<file path="src/rtl/spi_master_ctrl_if.sv">
// Command/response and SPI pin bundle for the host-side SPI master.
// The master modport is the controller; the slave modport is its host/peer side.
interface spi_master_ctrl_if;
  logic       cmd_valid;
  logic       cmd_ready;
  logic [1:0] cmd_op;
  logic [7:0] cmd_byte;
  logic       rsp_valid;
  logic [7:0] rsp_data;
  logic       busy;
  logic       SS_n;
  logic       MOSI;
  logic       MISO;

  modport master (
    input  cmd_valid, cmd_op, cmd_byte, MISO,
    output cmd_ready, rsp_valid, rsp_data, busy, SS_n, MOSI
  );

  modport slave (
    output cmd_valid, cmd_op, cmd_byte, MISO,
    input  cmd_ready, rsp_valid, rsp_data, busy, SS_n, MOSI
  );
endinterface

</file>
<file path="src/rtl/spi_master_ctrl.sv">
// Host-side SPI master: serialises one RAM command per request on SS_n/MOSI
// and returns READ data captured from MISO.
module spi_master_ctrl #(
  parameter int unsigned RD_WAIT = 6,
  parameter int unsigned WR_TAIL = 2,
  parameter int unsigned GAP     = 1
) (
  input  logic              clk,
  input  logic              rst,
  spi_master_ctrl_if.master bus
);

  localparam int unsigned MAX_TW = (RD_WAIT > WR_TAIL) ? RD_WAIT : WR_TAIL;
  localparam int unsigned CNT_MAX = (MAX_TW > GAP) ? MAX_TW : GAP;
  localparam int unsigned CW = (CNT_MAX > 1) ? $clog2(CNT_MAX) : 1;

  typedef enum logic [2:0] {
    S_IDLE,
    S_START,
    S_SHIFT,
    S_TAIL,
    S_WAIT,
    S_CAPTURE,
    S_GAP
  } state_e;

  state_e        state_q;
  logic [1:0]    op_q;
  logic [10:0]   tx_q;
  logic [6:0]    rx_q;
  logic [3:0]    bit_q;
  logic [CW-1:0] cnt_q;
  logic          ss_n_q;
  logic          mosi_q;
  logic          busy_q;
  logic          rsp_valid_q;
  logic [7:0]    rsp_data_q;
  logic [CW-1:0] cnt_inc;
  logic [3:0]    bit_inc;

  // Both counters saturate instead of wrapping.
  always_comb begin
    cnt_inc = (cnt_q == '1) ? cnt_q : cnt_q + 1'b1;
    bit_inc = (bit_q == '1) ? bit_q : bit_q + 1'b1;
  end

  always_ff @(posedge clk) begin
    if (rst) begin
      state_q     <= S_IDLE;
      op_q        <= '0;
      tx_q        <= '0;
      rx_q        <= '0;
      bit_q       <= '0;
      cnt_q       <= '0;
      ss_n_q      <= 1'b1;
      mosi_q      <= 1'b0;
      busy_q      <= 1'b0;
      rsp_valid_q <= 1'b0;
      rsp_data_q  <= '0;
    end else begin
      rsp_valid_q <= 1'b0;
      unique case (state_q)
        S_IDLE: begin
          if (bus.cmd_valid) begin
            op_q    <= bus.cmd_op;
            tx_q    <= {bus.cmd_op[1], bus.cmd_op, bus.cmd_byte};
            ss_n_q  <= 1'b0;
            mosi_q  <= 1'b0;
            busy_q  <= 1'b1;
            state_q <= S_START;
          end
        end
        S_START: begin
          mosi_q  <= tx_q[10];
          tx_q    <= {tx_q[9:0], 1'b0};
          bit_q   <= '0;
          cnt_q   <= '0;
          state_q <= S_SHIFT;
        end
        S_SHIFT: begin
          if (bit_q == 4'd10) begin
            mosi_q  <= 1'b0;
            cnt_q   <= '0;
            state_q <= (op_q == 2'b11) ? S_WAIT : S_TAIL;
          end else begin
            mosi_q <= tx_q[10];
            tx_q   <= {tx_q[9:0], 1'b0};
            bit_q  <= bit_inc;
          end
        end
        S_TAIL: begin
          if (cnt_q == CW'(WR_TAIL - 1)) begin
            ss_n_q  <= 1'b1;
            cnt_q   <= '0;
            state_q <= S_GAP;
          end else begin
            cnt_q <= cnt_inc;
          end
        end
        S_WAIT: begin
          if (cnt_q == CW'(RD_WAIT - 1)) begin
            bit_q   <= '0;
            rx_q    <= '0;
            state_q <= S_CAPTURE;
          end else begin
            cnt_q <= cnt_inc;
          end
        end
        S_CAPTURE: begin
          // The eighth sample goes straight into rsp_data alongside the pulse.
          rx_q <= {rx_q[5:0], bus.MISO};
          if (bit_q == 4'd7) begin
            rsp_data_q  <= {rx_q, bus.MISO};
            rsp_valid_q <= 1'b1;
            ss_n_q      <= 1'b1;
            cnt_q       <= '0;
            state_q     <= S_GAP;
          end else begin
            bit_q <= bit_inc;
          end
        end
        S_GAP: begin
          if (cnt_q == CW'(GAP - 1)) begin
            busy_q  <= 1'b0;
            state_q <= S_IDLE;
          end else begin
            cnt_q <= cnt_inc;
          end
        end
        default: begin
          ss_n_q  <= 1'b1;
          mosi_q  <= 1'b0;
          busy_q  <= 1'b0;
          state_q <= S_IDLE;
        end
      endcase
    end
  end

  assign bus.cmd_ready = (state_q == S_IDLE);
  assign bus.SS_n      = ss_n_q;
  assign bus.MOSI      = mosi_q;
  assign bus.busy      = busy_q;
  assign bus.rsp_valid = rsp_valid_q;
  assign bus.rsp_data  = rsp_data_q;

endmodule

</file>
<file path="src/flat_wrapper.sv">
// flat-port wrapper written by rule: the top's interface ports become plain ports
module spi_master_ctrl_flat 
#(
  parameter int unsigned RD_WAIT = 6,
  parameter int unsigned WR_TAIL = 2,
  parameter int unsigned GAP     = 1
)
  (clk, rst, bus_cmd_valid, bus_cmd_op, bus_cmd_byte, bus_MISO, bus_cmd_ready, bus_rsp_valid, bus_rsp_data, bus_busy, bus_SS_n, bus_MOSI);
  spi_master_ctrl_if bus_i ();
  input  logic clk;
  input  logic rst;
  input wire logic [$bits(bus_i.cmd_valid)-1:0] bus_cmd_valid;
  input wire logic [$bits(bus_i.cmd_op)-1:0] bus_cmd_op;
  input wire logic [$bits(bus_i.cmd_byte)-1:0] bus_cmd_byte;
  input wire logic [$bits(bus_i.MISO)-1:0] bus_MISO;
  output wire logic [$bits(bus_i.cmd_ready)-1:0] bus_cmd_ready;
  output wire logic [$bits(bus_i.rsp_valid)-1:0] bus_rsp_valid;
  output wire logic [$bits(bus_i.rsp_data)-1:0] bus_rsp_data;
  output wire logic [$bits(bus_i.busy)-1:0] bus_busy;
  output wire logic [$bits(bus_i.SS_n)-1:0] bus_SS_n;
  output wire logic [$bits(bus_i.MOSI)-1:0] bus_MOSI;
  assign bus_i.cmd_valid = bus_cmd_valid;
  assign bus_i.cmd_op = bus_cmd_op;
  assign bus_i.cmd_byte = bus_cmd_byte;
  assign bus_i.MISO = bus_MISO;
  assign bus_cmd_ready = bus_i.cmd_ready;
  assign bus_rsp_valid = bus_i.rsp_valid;
  assign bus_rsp_data = bus_i.rsp_data;
  assign bus_busy = bus_i.busy;
  assign bus_SS_n = bus_i.SS_n;
  assign bus_MOSI = bus_i.MOSI;
  spi_master_ctrl #(.RD_WAIT(RD_WAIT), .WR_TAIL(WR_TAIL), .GAP(GAP)) u_core (.clk(clk), .rst(rst), .bus(bus_i));
endmodule
</file>
<file path="config.mk">
export PLATFORM = sky130hd
export DESIGN_NAME = spi_master_ctrl_flat
export DESIGN_NICKNAME = d
export VERILOG_FILES = /design/src/rtl/spi_master_ctrl_if.sv /design/src/rtl/spi_master_ctrl.sv /design/src/flat_wrapper.sv
export SDC_FILE = /design/constraint.sdc
export NUM_CORES = 1
export LEC_CHECK = 0
export ABC_AREA = 1
export CAP_MARGIN = 20
export CORE_AREA = 2 2 92 94
export DETAILED_ROUTE_END_ITERATION = 8
export DIE_AREA = 0 0 94 96
export PLACE_DENSITY = 0.55
export SYNTH_ARGS = -nofsm -noshare
export SYNTH_HDL_FRONTEND = slang
export SYNTH_SLANG_ARGS = --single-unit
</file>
<file path="constraint.sdc">
create_clock -name clk -period 2.2 [get_ports clk]
set_clock_uncertainty 0.2 [all_clocks]
set_input_delay 0.66 -clock clk [delete_from_list [all_inputs] [get_ports clk]]
set_output_delay 0.66 -clock clk [all_outputs]
set_load 0.05 [all_outputs]
</file>
Yosys cells after proc, flatten, opt, wreduce, memory -nomap -nowiden
Cells that the tools add are included.
{"block": "word_totals", "in_bits": 14, "regBits": 42, "mem_bits_ro": 0, "n_memories": 0, "out_inout_bits": 13, "mem_bits_rw": 0, "latch_bits": 0, "word_cells": 95}
{"block": "op_classes", "shifts": 0, "n_addsub": 2, "eq_ne": 23, "n_lt_le_gt_ge": 0, "n_div": 0, "mux": 35, "mul": 0, "n_reduce_logical": 20, "n_bitwise": 4}
{"operator": "$mux 3", "n": 13}
{"operator": "$pmux 11 s3", "n": 1}
{"operator": "$mux 11", "n": 2}
{"operator": "$pmux 3 s7", "n": 1}
{"operator": "$pmux 3 s6", "n": 1}
{"operator": "$mux 4", "n": 4}
{"operator": "$pmux 4 s4", "n": 1}
{"operator": "$eq 3x3->1 const B", "n": 5}
{"operator": "$pmux 7 s2", "n": 1}
{"operator": "$ne 2x1->1 const B", "n": 5}
{"operator": "$ne 2x2->1 const B", "n": 5}
{"operator": "$eq 4x4->1 const B", "n": 2}
{"operator": "$pmux 1 s4", "n": 2}
{"operator": "$reduce_and 2->1", "n": 4}
{"operator": "$reduce_and 4->1", "n": 2}
{"operator": "$reduce_or 4->1", "n": 2}
{"operator": "$mux 1", "n": 7}
{"operator": "$mux 7", "n": 1}
{"operator": "$eq 3x1->1 const B", "n": 2}
{"operator": "$eq 3x2->1 const B", "n": 2}
{"operator": "$logic_not 3->1", "n": 2}
{"operator": "$reduce_and 3->1", "n": 2}
{"operator": "$reduce_and 6->1", "n": 1}
{"operator": "$reduce_bool 6->1", "n": 1}
{"operator": "12 further kinds", "n": 15}

Depth between registers and ports, before layout
Gate-level depths: netlist of run 1.
{"block": "depth", "word_depth": 4, "depth_mapped": 12, "depth_no_buf": 10}

Worst setup path after synthesis of run 1
Ideal clock, no wire load.
{"block": "synth_timing", "kind": "reg-to-output", "from": "register u_core.state_q[0]", "to": "output port bus_cmd_ready", "required_ns": 1.340, "stages_incl_launch_ff": 5, "slack_ns": 0.031, "path_buffers": 1, "t_arrival_ns": 1.309, "path_cell_list": "dfxtp_1 > buf_6 > inv_4 > nand2_4 > nor2_1"}
{"block": "synth_via", "elab_chain_len": 1}
{"item": "start: declaration", "line": "spi_master_ctrl.sv:27", "rtl": "state_e state_q;"}
{"item": "start signal: assignment", "line": "spi_master_ctrl.sv:84", "rtl": "state_q <= (op_q == 2'b11) ? S_WAIT : S_TAIL;"}
{"item": "$logic_not 3->1", "line": "spi_master_ctrl.sv:140", "rtl": "assign bus.cmd_ready = (state_q == S_IDLE);"}
{"item": "end: declaration", "line": "flat_wrapper.sv:16", "rtl": "output wire logic [$bits(bus_i.cmd_ready)-1:0] bus_cmd_ready;"}
No other way between the ends.

Worst setup path after layout of run 1
{"block": "layout_timing", "from": "register u_core.state_q[1]", "to": "output port bus_cmd_ready"}
Same word-level chain as after synthesis.

==> run_summary.xml, run 1 <==
<?xml version="1.0" encoding="UTF-8"?>
<metrics>
  <group name="floorplanning">
    <metric name="fp.dieH" unit="microns">96</metric>
    <metric name="floorplan.die_area" unit="sq um">9024</metric>
    <metric name="core_area" unit="sq um">8051</metric>
    <metric name="top_level_ports" unit="">27</metric>
    <metric name="placementRows" unit="">33</metric>
    <metric name="chipWidth" unit="microns">94</metric>
    <metric name="starting_density_of_the_core" unit="%">28.92</metric>
  </group>
  <group name="clock_network">
    <metric name="holdBufCountCts" unit="">0</metric>
    <metric name="path_clk_slew" unit="ns">0.08</metric>
    <metric name="cts_buffer_depth" unit="">2</metric>
    <metric name="cts.sinks" unit="">42</metric>
    <metric name="post_cts_buffers" unit="">0</metric>
    <metric name="clkLatencyLatePin" unit="ns">0.29</metric>
    <metric name="tritoncts" unit="">yes</metric>
    <metric name="cts_root_buffer" unit="">clkbuf_8</metric>
    <metric name="postCtsResizedCells" unit="">0</metric>
    <metric name="cts-htree-levels" unit="">2</metric>
    <metric name="clock_buffers_created_by_tritoncts" unit="">5</metric>
  </group>
  <group name="final_layout">
    <metric name="fin_nets" unit="">390</metric>
    <metric name="antenna-diode-count" unit="">0</metric>
    <metric name="finish.utilization" unit="%">35.01</metric>
    <metric name="syn2layout_area_growth" unit="%">21.06</metric>
    <metric name="most_common_cell_after_layout_fill_and_taps_aside" unit="">nand2_1</metric>
    <metric name="layout-drive-gt1-share" unit="%">17.47</metric>
    <metric name="multiInputGateArea" unit="sq um">1274</metric>
    <metric name="ff_latch_area" unit="sq um">840.8</metric>
    <metric name="mostFrequentLayoutCells" unit="">nand2_1 (114), nor2_1 (49), dfxtp_1 (42)</metric>
    <metric name="n_fill_cell" unit="">870</metric>
  </group>
  <group name="global_route">
    <metric name="global_route_wire_length_before_repair" unit="microns">8576</metric>
    <metric name="global_route.usage.total" unit="%">11.83</metric>
    <metric name="grt-ovfl-total" unit="">0</metric>
    <metric name="grt_pass1_vias" unit="">1841</metric>
    <metric name="largest_net_degree_at_the_start_of_global_routing" unit="">17</metric>
    <metric name="grt_antenna_before_repair" unit="">0</metric>
  </group>
  <group name="run_status">
    <metric name="outcome" unit="">complete, no violations</metric>
  </group>
  <group name="critical_path">
    <metric name="timing.critical_path.to_type" unit="">output pin</metric>
    <metric name="worst_case_reg_to_reg_path_depth" unit="">8</metric>
    <metric name="critPathRequiredTime" unit="ns">1.34</metric>
    <metric name="worst-setup-path-type" unit="">reg -&gt; out</metric>
    <metric name="setup.worst_path.start_class" unit="">flip-flop</metric>
    <metric name="critPathArrivalTime" unit="ns">1.19</metric>
    <metric name="critical_path_peak_fanout" unit="">5</metric>
  </group>
  <group name="sta">
    <metric name="period_needed" unit="ns">2.051</metric>
    <metric name="worst_hold_slack" unit="ns">0.2648</metric>
    <metric name="drv_slew" unit="">0</metric>
    <metric name="setup_total_negative_slack" unit="ns">0</metric>
    <metric name="slew_headroom" unit="%">75.67</metric>
    <metric name="setup-violations-final" unit="">0</metric>
    <metric name="period_utilization" unit="%">93.22</metric>
    <metric name="max_slew.worst_pin.slew" unit="ns">0.3634</metric>
    <metric name="final-hold-violation-count" unit="">0</metric>
    <metric name="grt_setup_unrepaired" unit="">no</metric>
    <metric name="clock.fmax" unit="MHz">487.6</metric>
  </group>
  <group name="logic_synthesis">
    <metric name="synth_top_family_by_area" unit="">simple AND/OR/NAND/NOR gates</metric>
    <metric name="post_synth_inst_count" unit="">342</metric>
    <metric name="synthDominantCellAreaShare" unit="%">36.11</metric>
    <metric name="synth_area_leaders" unit="">dfxtp_1 (36%), nand2_1 (18%), nor2_1 (8.1%), nand3_1 (4.7%), a21oi_1 (4.3%)</metric>
    <metric name="yosys_register_bits" unit="">42</metric>
    <metric name="syn_nets" unit="">361</metric>
    <metric name="syn_area" unit="sq um">2328</metric>
    <metric name="post_synth_simple_gate_area" unit="%">42.34</metric>
    <metric name="part_of_the_yosys_area_used_for_sequential_elements" unit="%">36.11</metric>
    <metric name="synth_mux_area_share" unit="%">0</metric>
    <metric name="syn-mean-instance-area" unit="sq um">6.808</metric>
    <metric name="yosys.area_share.adder" unit="%">2.687</metric>
    <metric name="yosys_warnings" unit="">0</metric>
    <metric name="synth_compound_gate_area_share" unit="%">8.812</metric>
    <metric name="yosys.cell_types.count" unit="">28</metric>
    <metric name="netlist.top_cell.by_area" unit="">dfxtp_1</metric>
    <metric name="post_synth_xor_area_fraction" unit="%">0.7523</metric>
  </group>
  <group name="drt">
    <metric name="post_drt_via_cell_ratio" unit="">4.358</metric>
    <metric name="highest-signal-layer" unit="">met4</metric>
    <metric name="routed_wl" unit="microns">4949</metric>
    <metric name="firstDrtPassIters" unit="">4</metric>
    <metric name="vias" unit="">2079</metric>
    <metric name="dr_wl_met2" unit="microns">2336</metric>
    <metric name="wl_per_cell" unit="microns">10.38</metric>
    <metric name="ant_nets" unit="">0</metric>
    <metric name="remaining_drcs" unit="">0</metric>
    <metric name="route.layer.met1.wl" unit="microns">2438</metric>
    <metric name="met3_length" unit="microns">150</metric>
    <metric name="detailedRoute.firstIterationViolations" unit="">75</metric>
  </group>
  <group name="placed_design">
    <metric name="routabilityCongestion" unit="">0.7809</metric>
    <metric name="total_of_buffers_placed_on_input_and_output_ports" unit="">26</metric>
    <metric name="dp_hpwl" unit="microns">3662</metric>
  </group>
  <group name="hold_path">
    <metric name="timing.hold.worst_path_depth" unit="">2</metric>
    <metric name="hp-class" unit="">reg -&gt; reg</metric>
  </group>
  <group name="pwr">
    <metric name="finalPower" unit="W">0.003278</metric>
    <metric name="total_leakage_power" unit="nW">1.321</metric>
    <metric name="power-per-cell-area" unit="nW/um^2">1163</metric>
    <metric name="max-vdd-ir-drop" unit="V">0.0005266</metric>
  </group>
  <group name="run">
    <metric name="drv.max_cap_violation_count" unit="">0</metric>
  </group>
</metrics>
## routing by layer
| metal | global-route usage [%] | vias up |
|---|---|---|
| met1 | 15.69 | 909 |
| li1 | - | 1140 |
| met3 | 2.506 | 2 |
| met2 | 19.40 | 28 |
| met4 | 3.502 | 0 |
| met5 | 0 | - |
## synthesized netlist by cell type, drive strengths merged
| library cell | number |
|---|---|
| a21oi | 20 |
| buf | 9 |
| clkbuf | 4 |
| dfxtp | 42 |
| ha | 5 |
| inv | 26 |
| nand2 | 124 |
| nand3 | 27 |
| nand4 | 3 |
| nor2 | 60 |
| nor3 | 1 |
| o2111ai | 1 |
| o211ai | 1 |
| o21ai | 16 |
| o22a | 1 |
| xor2 | 2 |
## flip-flops by register name, summed over array words and instances, names as in the netlist, 2 cells and up
signal / flops
u_core.bit_q: 4
u_core.bus.rsp_data: 8
u_core.cnt_q: 3
u_core.op_q: 2
u_core.rx_q: 7
u_core.state_q: 3
u_core.tx_q: 11
## power breakdown
part / internal (W) / switching, W
Combinational: 0.000530 / 0.000965
Sequential: 0.000913 / 0.000116
Clock: 0.000484 / 0.000271
Total: 0.00193 / 0.00135
## layout make-up
| class | instances | area share (%) |
|---|---|---|
| clock buffer | 6 | 2.929 |
| clock inverter | 2 | 2.130 |
| inverter | 26 | 3.906 |
| multi-input combinational | 261 | 45.18 |
| sequential | 42 | 29.83 |
| tap | 105 | 4.660 |
| timing repair buffer | 35 | 11.36 |
## per-stage QoR
step | cell area, sq um | instances | setup slack (ns)
floorplan | 2328 | 342 | 0.03118
global placement | 2674 | 469 | 0.03015
detailed placement | 2674 | 469 | 0.04142
CTS | 2816 | 477 | 0.03171
global route | 2819 | 477 | 0.08933
finish | 2819 | 477 | 0.1493
## path summary, 6_finish.rpt
kind | startpoint | endpoint | slack (ns)
max | u_core.state_q[1]$_SDFFE_PP0P_ | bus_cmd_ready | 0.15
min | u_core.rx_q[2]$_SDFFE_PP0P_ | u_core.bus.rsp_data[3]$_SDFFE_PP0N_ | 0.26
max reg2reg | u_core.state_q[1]$_SDFFE_PP0P_ | u_core.state_q[2]$_SDFFE_PP0P_ | 0.45
min reg2reg | u_core.rx_q[2]$_SDFFE_PP0P_ | u_core.bus.rsp_data[3]$_SDFFE_PP0N_ | 0.26
## kinds of logic after synthesis
| family | after synthesis |
|---|---|
| adder cells (fa/ha/maj) | 5 |
| buffers and inverters | 39 |
| AO/OA/AOI/OAI | 39 |
| XOR/XNOR | 2 |
| AND/OR/NAND/NOR | 215 |
| flip-flops | 42 |
## critical path: stages, from the launching register on
cell and delay (ns):
dfxtp_1 0.35, inv_6 0.10, nand2_4 0.07, nor2_2 0.20
buf_12 0.17
No activity file was read; power rests on OpenSTA's default activity.
==> inputs of run 2 (changes only) <==
- CAP_MARGIN: 20 -> default
- CORE_AREA: 2 2 92 94 -> 2 2 72 74
- DIE_AREA: 0 0 94 96 -> 0 0 74 76
- PLACE_DENSITY: 0.55 -> 0.78
==> run 2 against run 1 <==
  * Sequential share of layout area increased by 0.80 points
  * Non-clock buffer count grew 2
  * Power decreased by 4.0%
  * Fmax hardly changed
  * First-iteration DRC count rose by 39%
  * Combinational power is essentially flat
  * Final cell count fell by 6.9%
  * Hold slack is essentially flat
  * Critical path type unchanged
  * Largest power group unchanged
==> run_summary.xml, run 2 (synthesized netlist as in run 1, its figures left out) <==
<?xml version="1.0" encoding="UTF-8"?>
<metrics>
  <group name="drt">
    <metric name="wl_per_cell" unit="microns">10.93</metric>
    <metric name="remaining_drcs" unit="">0</metric>
    <metric name="ant_nets" unit="">0</metric>
    <metric name="detailedRoute.firstIterationViolations" unit="">104</metric>
    <metric name="post_drt_via_cell_ratio" unit="">4.881</metric>
    <metric name="vias" unit="">2167</metric>
    <metric name="firstDrtPassIters" unit="">4</metric>
    <metric name="routed_wl" unit="microns">4853</metric>
  </group>
  <group name="clock_network">
    <metric name="postCtsResizedCells" unit="">0</metric>
    <metric name="cts.sinks" unit="">42</metric>
    <metric name="tritoncts" unit="">yes</metric>
    <metric name="clkLatencyLatePin" unit="ns">0.29</metric>
    <metric name="post_cts_buffers" unit="">0</metric>
    <metric name="cts_buffer_depth" unit="">2</metric>
    <metric name="cts-htree-levels" unit="">2</metric>
    <metric name="path_clk_slew" unit="ns">0.08</metric>
    <metric name="cts_root_buffer" unit="">clkbuf_8</metric>
    <metric name="clock_buffers_created_by_tritoncts" unit="">5</metric>
    <metric name="holdBufCountCts" unit="">0</metric>
  </group>
  <group name="final_layout">
    <metric name="largest_register_ff_count" unit="">11</metric>
    <metric name="mostFrequentLayoutCells" unit="">nand2_1 (114), nor2_1 (49), dfxtp_1 (42)</metric>
    <metric name="antenna-diode-count" unit="">0</metric>
    <metric name="most_common_cell_after_layout_fill_and_taps_aside" unit="">nand2_1</metric>
    <metric name="n_fill_cell" unit="">472</metric>
    <metric name="layout-drive-gt1-share" unit="%">17.65</metric>
    <metric name="post_route_design_area" unit="sq um">2745</metric>
    <metric name="registers.top_by_ff_count" unit="">u_core.tx_q</metric>
    <metric name="multiInputGateArea" unit="sq um">1274</metric>
    <metric name="syn2layout_area_growth" unit="%">17.89</metric>
    <metric name="fin_nets" unit="">392</metric>
    <metric name="ff_latch_area" unit="sq um">840.8</metric>
  </group>
  <group name="hold_path">
    <metric name="hp-start" unit="">u_core.op_q[1]$_SDFFE_PP0P_</metric>
    <metric name="hp-class" unit="">reg -&gt; reg</metric>
  </group>
  <group name="critical_path">
    <metric name="rrSetupSlack" unit="ns">0.41</metric>
    <metric name="worstReg2RegEnd" unit="">u_core.bit_q[1]$_SDFFE_PP0P_</metric>
    <metric name="setup.worst_path.start_class" unit="">flip-flop</metric>
    <metric name="worst_case_reg_to_reg_path_depth" unit="">9</metric>
    <metric name="critPathArrivalTime" unit="ns">1.19</metric>
    <metric name="worst_r2r_startpoint" unit="">u_core.state_q[2]$_SDFFE_PP0P_</metric>
    <metric name="timing.critical_path.to_type" unit="">output pin</metric>
    <metric name="critPathRequiredTime" unit="ns">1.34</metric>
    <metric name="worstSetupStartpoint" unit="">u_core.state_q[1]$_SDFFE_PP0P_</metric>
    <metric name="critical_path_peak_fanout" unit="">5</metric>
    <metric name="worstSetupEndpoint" unit="">bus_cmd_ready</metric>
    <metric name="worst-setup-path-type" unit="">reg -&gt; out</metric>
  </group>
  <group name="global_route">
    <metric name="grt_antenna_before_repair" unit="">0</metric>
    <metric name="grt_pass1_vias" unit="">2095</metric>
    <metric name="global_route_wire_length_before_repair" unit="microns">8976</metric>
    <metric name="largest_net_degree_at_the_start_of_global_routing" unit="">17</metric>
    <metric name="global_route.usage.total" unit="%">19.44</metric>
    <metric name="grt-ovfl-total" unit="">0</metric>
  </group>
  <group name="floorplanning">
    <metric name="floorplan.die_area" unit="sq um">5624</metric>
    <metric name="placementRows" unit="">26</metric>
    <metric name="chipWidth" unit="microns">74</metric>
    <metric name="top_level_ports" unit="">27</metric>
    <metric name="core_area" unit="sq um">4912</metric>
    <metric name="starting_density_of_the_core" unit="%">47.40</metric>
    <metric name="fp.dieH" unit="microns">76</metric>
  </group>
  <group name="pwr">
    <metric name="total_leakage_power" unit="nW">1.307</metric>
    <metric name="max-vdd-ir-drop" unit="V">0.0006801</metric>
    <metric name="power-per-cell-area" unit="nW/um^2">1147</metric>
    <metric name="p_switching" unit="W">0.001366</metric>
    <metric name="power.switching_fraction" unit="%">43.39</metric>
    <metric name="pwr-share-comb" unit="%">47.8</metric>
    <metric name="power.sequential.fraction" unit="%">32.9</metric>
    <metric name="internal-power" unit="W">0.001782</metric>
    <metric name="pwr-share-clk" unit="%">19.3</metric>
  </group>
  <group name="run_status">
    <metric name="outcome" unit="">complete, no violations</metric>
  </group>
  <group name="sta">
    <metric name="post-route-worst-setup-slack" unit="ns">0.1477</metric>
    <metric name="max_slew.worst_pin.slew" unit="ns">0.3528</metric>
    <metric name="setup-violations-final" unit="">0</metric>
    <metric name="setup_total_negative_slack" unit="ns">0</metric>
    <metric name="period_needed" unit="ns">2.052</metric>
    <metric name="period_utilization" unit="%">93.29</metric>
    <metric name="final-hold-violation-count" unit="">0</metric>
    <metric name="slew_headroom" unit="%">76.45</metric>
    <metric name="drv_slew" unit="">0</metric>
    <metric name="clock.fmax" unit="MHz">487.3</metric>
    <metric name="grt_setup_unrepaired" unit="">no</metric>
  </group>
  <group name="run">
    <metric name="drv.max_cap_violation_count" unit="">0</metric>
  </group>
  <group name="placed_design">
    <metric name="post_dp_cell_area" unit="sq um">2633</metric>
    <metric name="placement.setup.worst_slack" unit="ns">0.03036</metric>
    <metric name="routabilityCongestion" unit="">0.8134</metric>
    <metric name="total_of_buffers_placed_on_input_and_output_ports" unit="">26</metric>
    <metric name="dp_hpwl" unit="microns">3620</metric>
  </group>
</metrics>
[run 2: cell types whose count changed in the layout (fill, tap and decap cells not counted)]
cell        before  now
buf_12           2    1
buf_4           20   23
bufinv_16        2    1
clkbuf_1         0    1
clkbuf_8         6    5
clkinvlp_4       0    1
[run 2: worst min-delay path by stage]
stage / endpoint / slack (ns) / cells past startpoint
2_1_floorplan: u_core.rx_q[6]$_SDFFE_PP0P_ / 0.24 / 2
3_3_place_gp: u_core.op_q[0]$_SDFFE_PP0P_ / 0.25 / 2
3_5_place_dp: u_core.rx_q[6]$_SDFFE_PP0P_ / 0.26 / 2
4_1_cts: u_core.op_q[1]$_SDFFE_PP0P_ / 0.27 / 2
5_1_grt: u_core.rx_q[6]$_SDFFE_PP0P_ / 0.27 / 2
6_report: u_core.op_q[1]$_SDFFE_PP0P_ / 0.26 / 2
[run 2: critical path, cell delays in order, from the launching register on]
cell and delay [ns]:
dfxtp_1 0.35, inv_6 0.10, nand2_4 0.07, nor2_2 0.20, buf_12 0.17
[run 2: power groups by stage]
stage          Sequential (W)  Combinational, W  Clock (W)
6_report              0.00104           0.00150   0.000609
5_1_grt               0.00106           0.00170   0.000650
4_1_cts               0.00103           0.00150   0.000614
3_5_place_dp          0.00105           0.00149          0
3_3_place_gp          0.00105           0.00146          0
2_1_floorplan         0.00107           0.00119          0
[run 2: metrics by stage]
step           utilization (%)  power (W)  cells  hold slack, ns
3_5_place_dp             53.59   0.002543    436          0.2583
3_3_place_gp             53.59   0.002504    436          0.2497
4_1_cts                  55.83   0.003151    444          0.2699
2_1_floorplan                -   0.002253    342          0.2378
6_report                 55.88   0.003148    444          0.2644
5_1_grt                  55.88   0.003403    444          0.2728
[run 2: metal layers]
layer	GRT usage, %	vias to the layer above	routed length [microns]
met2	32.59	43	2356
met1	25.02	982	2240
met4	5.636	0	61
li1	-	1136	-
met3	3.704	6	194
met5	0	-	0
[run 2: area by class of cell]
class | count | share of cell area (%)
multi-input combinational | 261 | 46.40
clock inverter | 2 | 1.367
sequential | 42 | 30.63
inverter | 26 | 4.011
tap | 70 | 3.191
timing repair buffer | 37 | 11.76
clock buffer | 6 | 2.644
==> inputs of run 3 (changes only) <==
- CTS_BUF_LIST: default -> sky130_fd_sc_hd__clkbuf_4
- SKIP_CTS_REPAIR_TIMING: default -> 1
==> run 3 against run 2 <==
  * Setup slack worse by 0.073 ns
  * Fmax is 3.4% lower
  * First-iteration DRC count is 15% lower
  * Power is 3.3% lower
  * Combinational power hardly changed
  * Final area is 1.0% lower
  * Final cell count stayed put
  * Non-clock buffer count stayed put
==> run_summary.xml, run 3 (synthesized netlist as in run 1, its figures left out) <==
<?xml version="1.0" encoding="UTF-8"?>
<metrics>
  <group name="run_status">
    <metric name="outcome" unit="">complete, no violations</metric>
  </group>
  <group name="pwr">
    <metric name="finalPower" unit="W">0.003046</metric>
    <metric name="max-vdd-ir-drop" unit="V">0.0006920</metric>
    <metric name="power-per-cell-area" unit="nW/um^2">1121</metric>
    <metric name="total_leakage_power" unit="nW">1.297</metric>
  </group>
  <group name="sta">
    <metric name="setup_total_negative_slack" unit="ns">0</metric>
    <metric name="slew_headroom" unit="%">76.83</metric>
    <metric name="drv_slew" unit="">0</metric>
    <metric name="final-hold-violation-count" unit="">0</metric>
    <metric name="setup-violations-final" unit="">0</metric>
    <metric name="max_slew.worst_pin.slew" unit="ns">0.3471</metric>
    <metric name="clock.fmax" unit="MHz">470.5</metric>
    <metric name="period_utilization" unit="%">96.62</metric>
    <metric name="period_needed" unit="ns">2.126</metric>
    <metric name="grt_setup_unrepaired" unit="">no</metric>
  </group>
  <group name="clock_network">
    <metric name="cts_buffer_depth" unit="">2</metric>
    <metric name="cts.sinks" unit="">42</metric>
    <metric name="cts_root_buffer" unit="">clkbuf_4</metric>
    <metric name="clkLatencyLatePin" unit="ns">0.35</metric>
    <metric name="tritoncts" unit="">yes</metric>
    <metric name="cts-htree-levels" unit="">2</metric>
    <metric name="clock_buffers_created_by_tritoncts" unit="">5</metric>
    <metric name="path_clk_slew" unit="ns">0.12</metric>
  </group>
  <group name="critical_path">
    <metric name="critical_path_peak_fanout" unit="">5</metric>
    <metric name="critPathRequiredTime" unit="ns">1.34</metric>
    <metric name="path_cells" unit="">inv_6 &gt; nand2_4 &gt; nor2_2 &gt; buf_12</metric>
    <metric name="crit_path_max_incr_delay" unit="ns">0.37</metric>
    <metric name="timing.critical_path.to_type" unit="">output pin</metric>
    <metric name="slowest_stage" unit="">dfxtp_1</metric>
    <metric name="critPathArrivalTime" unit="ns">1.27</metric>
    <metric name="setup.worst_path.start_class" unit="">flip-flop</metric>
    <metric name="worst-setup-path-type" unit="">reg -&gt; out</metric>
  </group>
  <group name="drt">
    <metric name="detailedRoute.firstIterationViolations" unit="">88</metric>
    <metric name="firstDrtPassIters" unit="">4</metric>
    <metric name="wl_per_cell" unit="microns">10.82</metric>
    <metric name="vias" unit="">2169</metric>
    <metric name="remaining_drcs" unit="">0</metric>
    <metric name="post_drt_via_cell_ratio" unit="">4.885</metric>
    <metric name="ant_nets" unit="">0</metric>
    <metric name="routed_wl" unit="microns">4806</metric>
  </group>
  <group name="floorplanning">
    <metric name="top_level_ports" unit="">27</metric>
    <metric name="starting_density_of_the_core" unit="%">47.40</metric>
    <metric name="chipWidth" unit="microns">74</metric>
    <metric name="placementRows" unit="">26</metric>
    <metric name="fp.dieH" unit="microns">76</metric>
    <metric name="floorplan.die_area" unit="sq um">5624</metric>
    <metric name="core_area" unit="sq um">4912</metric>
  </group>
  <group name="final_layout">
    <metric name="ff_latch_area" unit="sq um">840.8</metric>
    <metric name="layout-drive-gt1-share" unit="%">17.91</metric>
    <metric name="n_fill_cell" unit="">481</metric>
    <metric name="multiInputGateArea" unit="sq um">1274</metric>
    <metric name="mostFrequentLayoutCells" unit="">nand2_1 (114), nor2_1 (49), dfxtp_1 (42)</metric>
    <metric name="most_common_cell_after_layout_fill_and_taps_aside" unit="">nand2_1</metric>
    <metric name="fin_nets" unit="">392</metric>
    <metric name="largest_register_ff_count" unit="">11</metric>
    <metric name="antenna-diode-count" unit="">0</metric>
    <metric name="registers.top_by_ff_count" unit="">u_core.tx_q</metric>
    <metric name="syn2layout_area_growth" unit="%">16.71</metric>
  </group>
  <group name="global_route">
    <metric name="largest_net_degree_at_the_start_of_global_routing" unit="">17</metric>
    <metric name="grt_pass1_vias" unit="">2071</metric>
    <metric name="grt_antenna_before_repair" unit="">0</metric>
    <metric name="grt-ovfl-total" unit="">0</metric>
    <metric name="global_route.usage.total" unit="%">19.25</metric>
    <metric name="global_route_wire_length_before_repair" unit="microns">8887</metric>
  </group>
  <group name="hold_path">
    <metric name="hp-class" unit="">reg -&gt; reg</metric>
  </group>
  <group name="placed_design">
    <metric name="routabilityCongestion" unit="">0.8134</metric>
    <metric name="total_of_buffers_placed_on_input_and_output_ports" unit="">26</metric>
    <metric name="dp_hpwl" unit="microns">3620</metric>
  </group>
  <group name="run">
    <metric name="drv.max_cap_violation_count" unit="">0</metric>
  </group>
</metrics>
[run 3: area by class of cell]
cell class / count / area share [%]
Sequential cell: 42 / 30.94
Tap cell: 70 / 3.223
Multi-Input combinational cell: 261 / 46.87
Timing Repair Buffer: 37 / 11.88
Inverter: 26 / 4.052
Clock inverter: 2 / 1.381
Clock buffer: 6 / 1.657
[run 3: layer usage]
layer | up-vias | wire (microns) | GRT usage [%]
met1 | 983 | 2213 | 24.94
li1 | 1137 | - | -
met3 | 6 | 186 | 3.704
met2 | 43 | 2333 | 31.79
met5 | - | 0 | 0
met4 | 0 | 72 | 6.182
[run 3: power by group]
group | switching (W) | internal, W | total (W)
combinational | 0.000970 | 0.000531 | 0.00150
clock | 0.000258 | 0.000252 | 0.000510
sequential | 0.000123 | 0.000913 | 0.00104
total | 0.00135 | 0.00170 | 0.00305
[run 3: metrics by stage]
stage / instance area (sq um) / util (%) / hold WS (ns) / setup slack (ns) / cells
after CTS: 2715 / 55.27 / 0.2761 / -0.04141 / 444
after detailed placement: 2633 / 53.59 / 0.2583 / 0.03036 / 436
after floorplan: 2328 / - / 0.2378 / 0.03118 / 342
after global placement: 2633 / 53.59 / 0.2497 / 0.04858 / 436
after global routing: 2718 / 55.32 / 0.2790 / 0.02071 / 444
final: 2718 / 55.32 / 0.2704 / 0.07443 / 444
[run 3: critical path, delay by kind of cell, from the launching register on]
family	cells	cell delay, ns
flip-flops	1	0.37
AND/OR/NAND/NOR	2	0.27
buffers and inverters	2	0.27
[run 3: path summary, 6_finish.rpt]
kind                             endpoint                      startpoint  cells past startpoint  slack [ns]
max                         bus_cmd_ready  u_core.state_q[1]$_SDFFE_PP0P_                      4        0.07
min           u_core.op_q[1]$_SDFFE_PP0P_     u_core.op_q[1]$_SDFFE_PP0P_                      2        0.27
max reg2reg  u_core.bit_q[1]$_SDFFE_PP0P_  u_core.state_q[2]$_SDFFE_PP0P_                      9        0.42
min reg2reg   u_core.op_q[1]$_SDFFE_PP0P_     u_core.op_q[1]$_SDFFE_PP0P_                      2        0.27
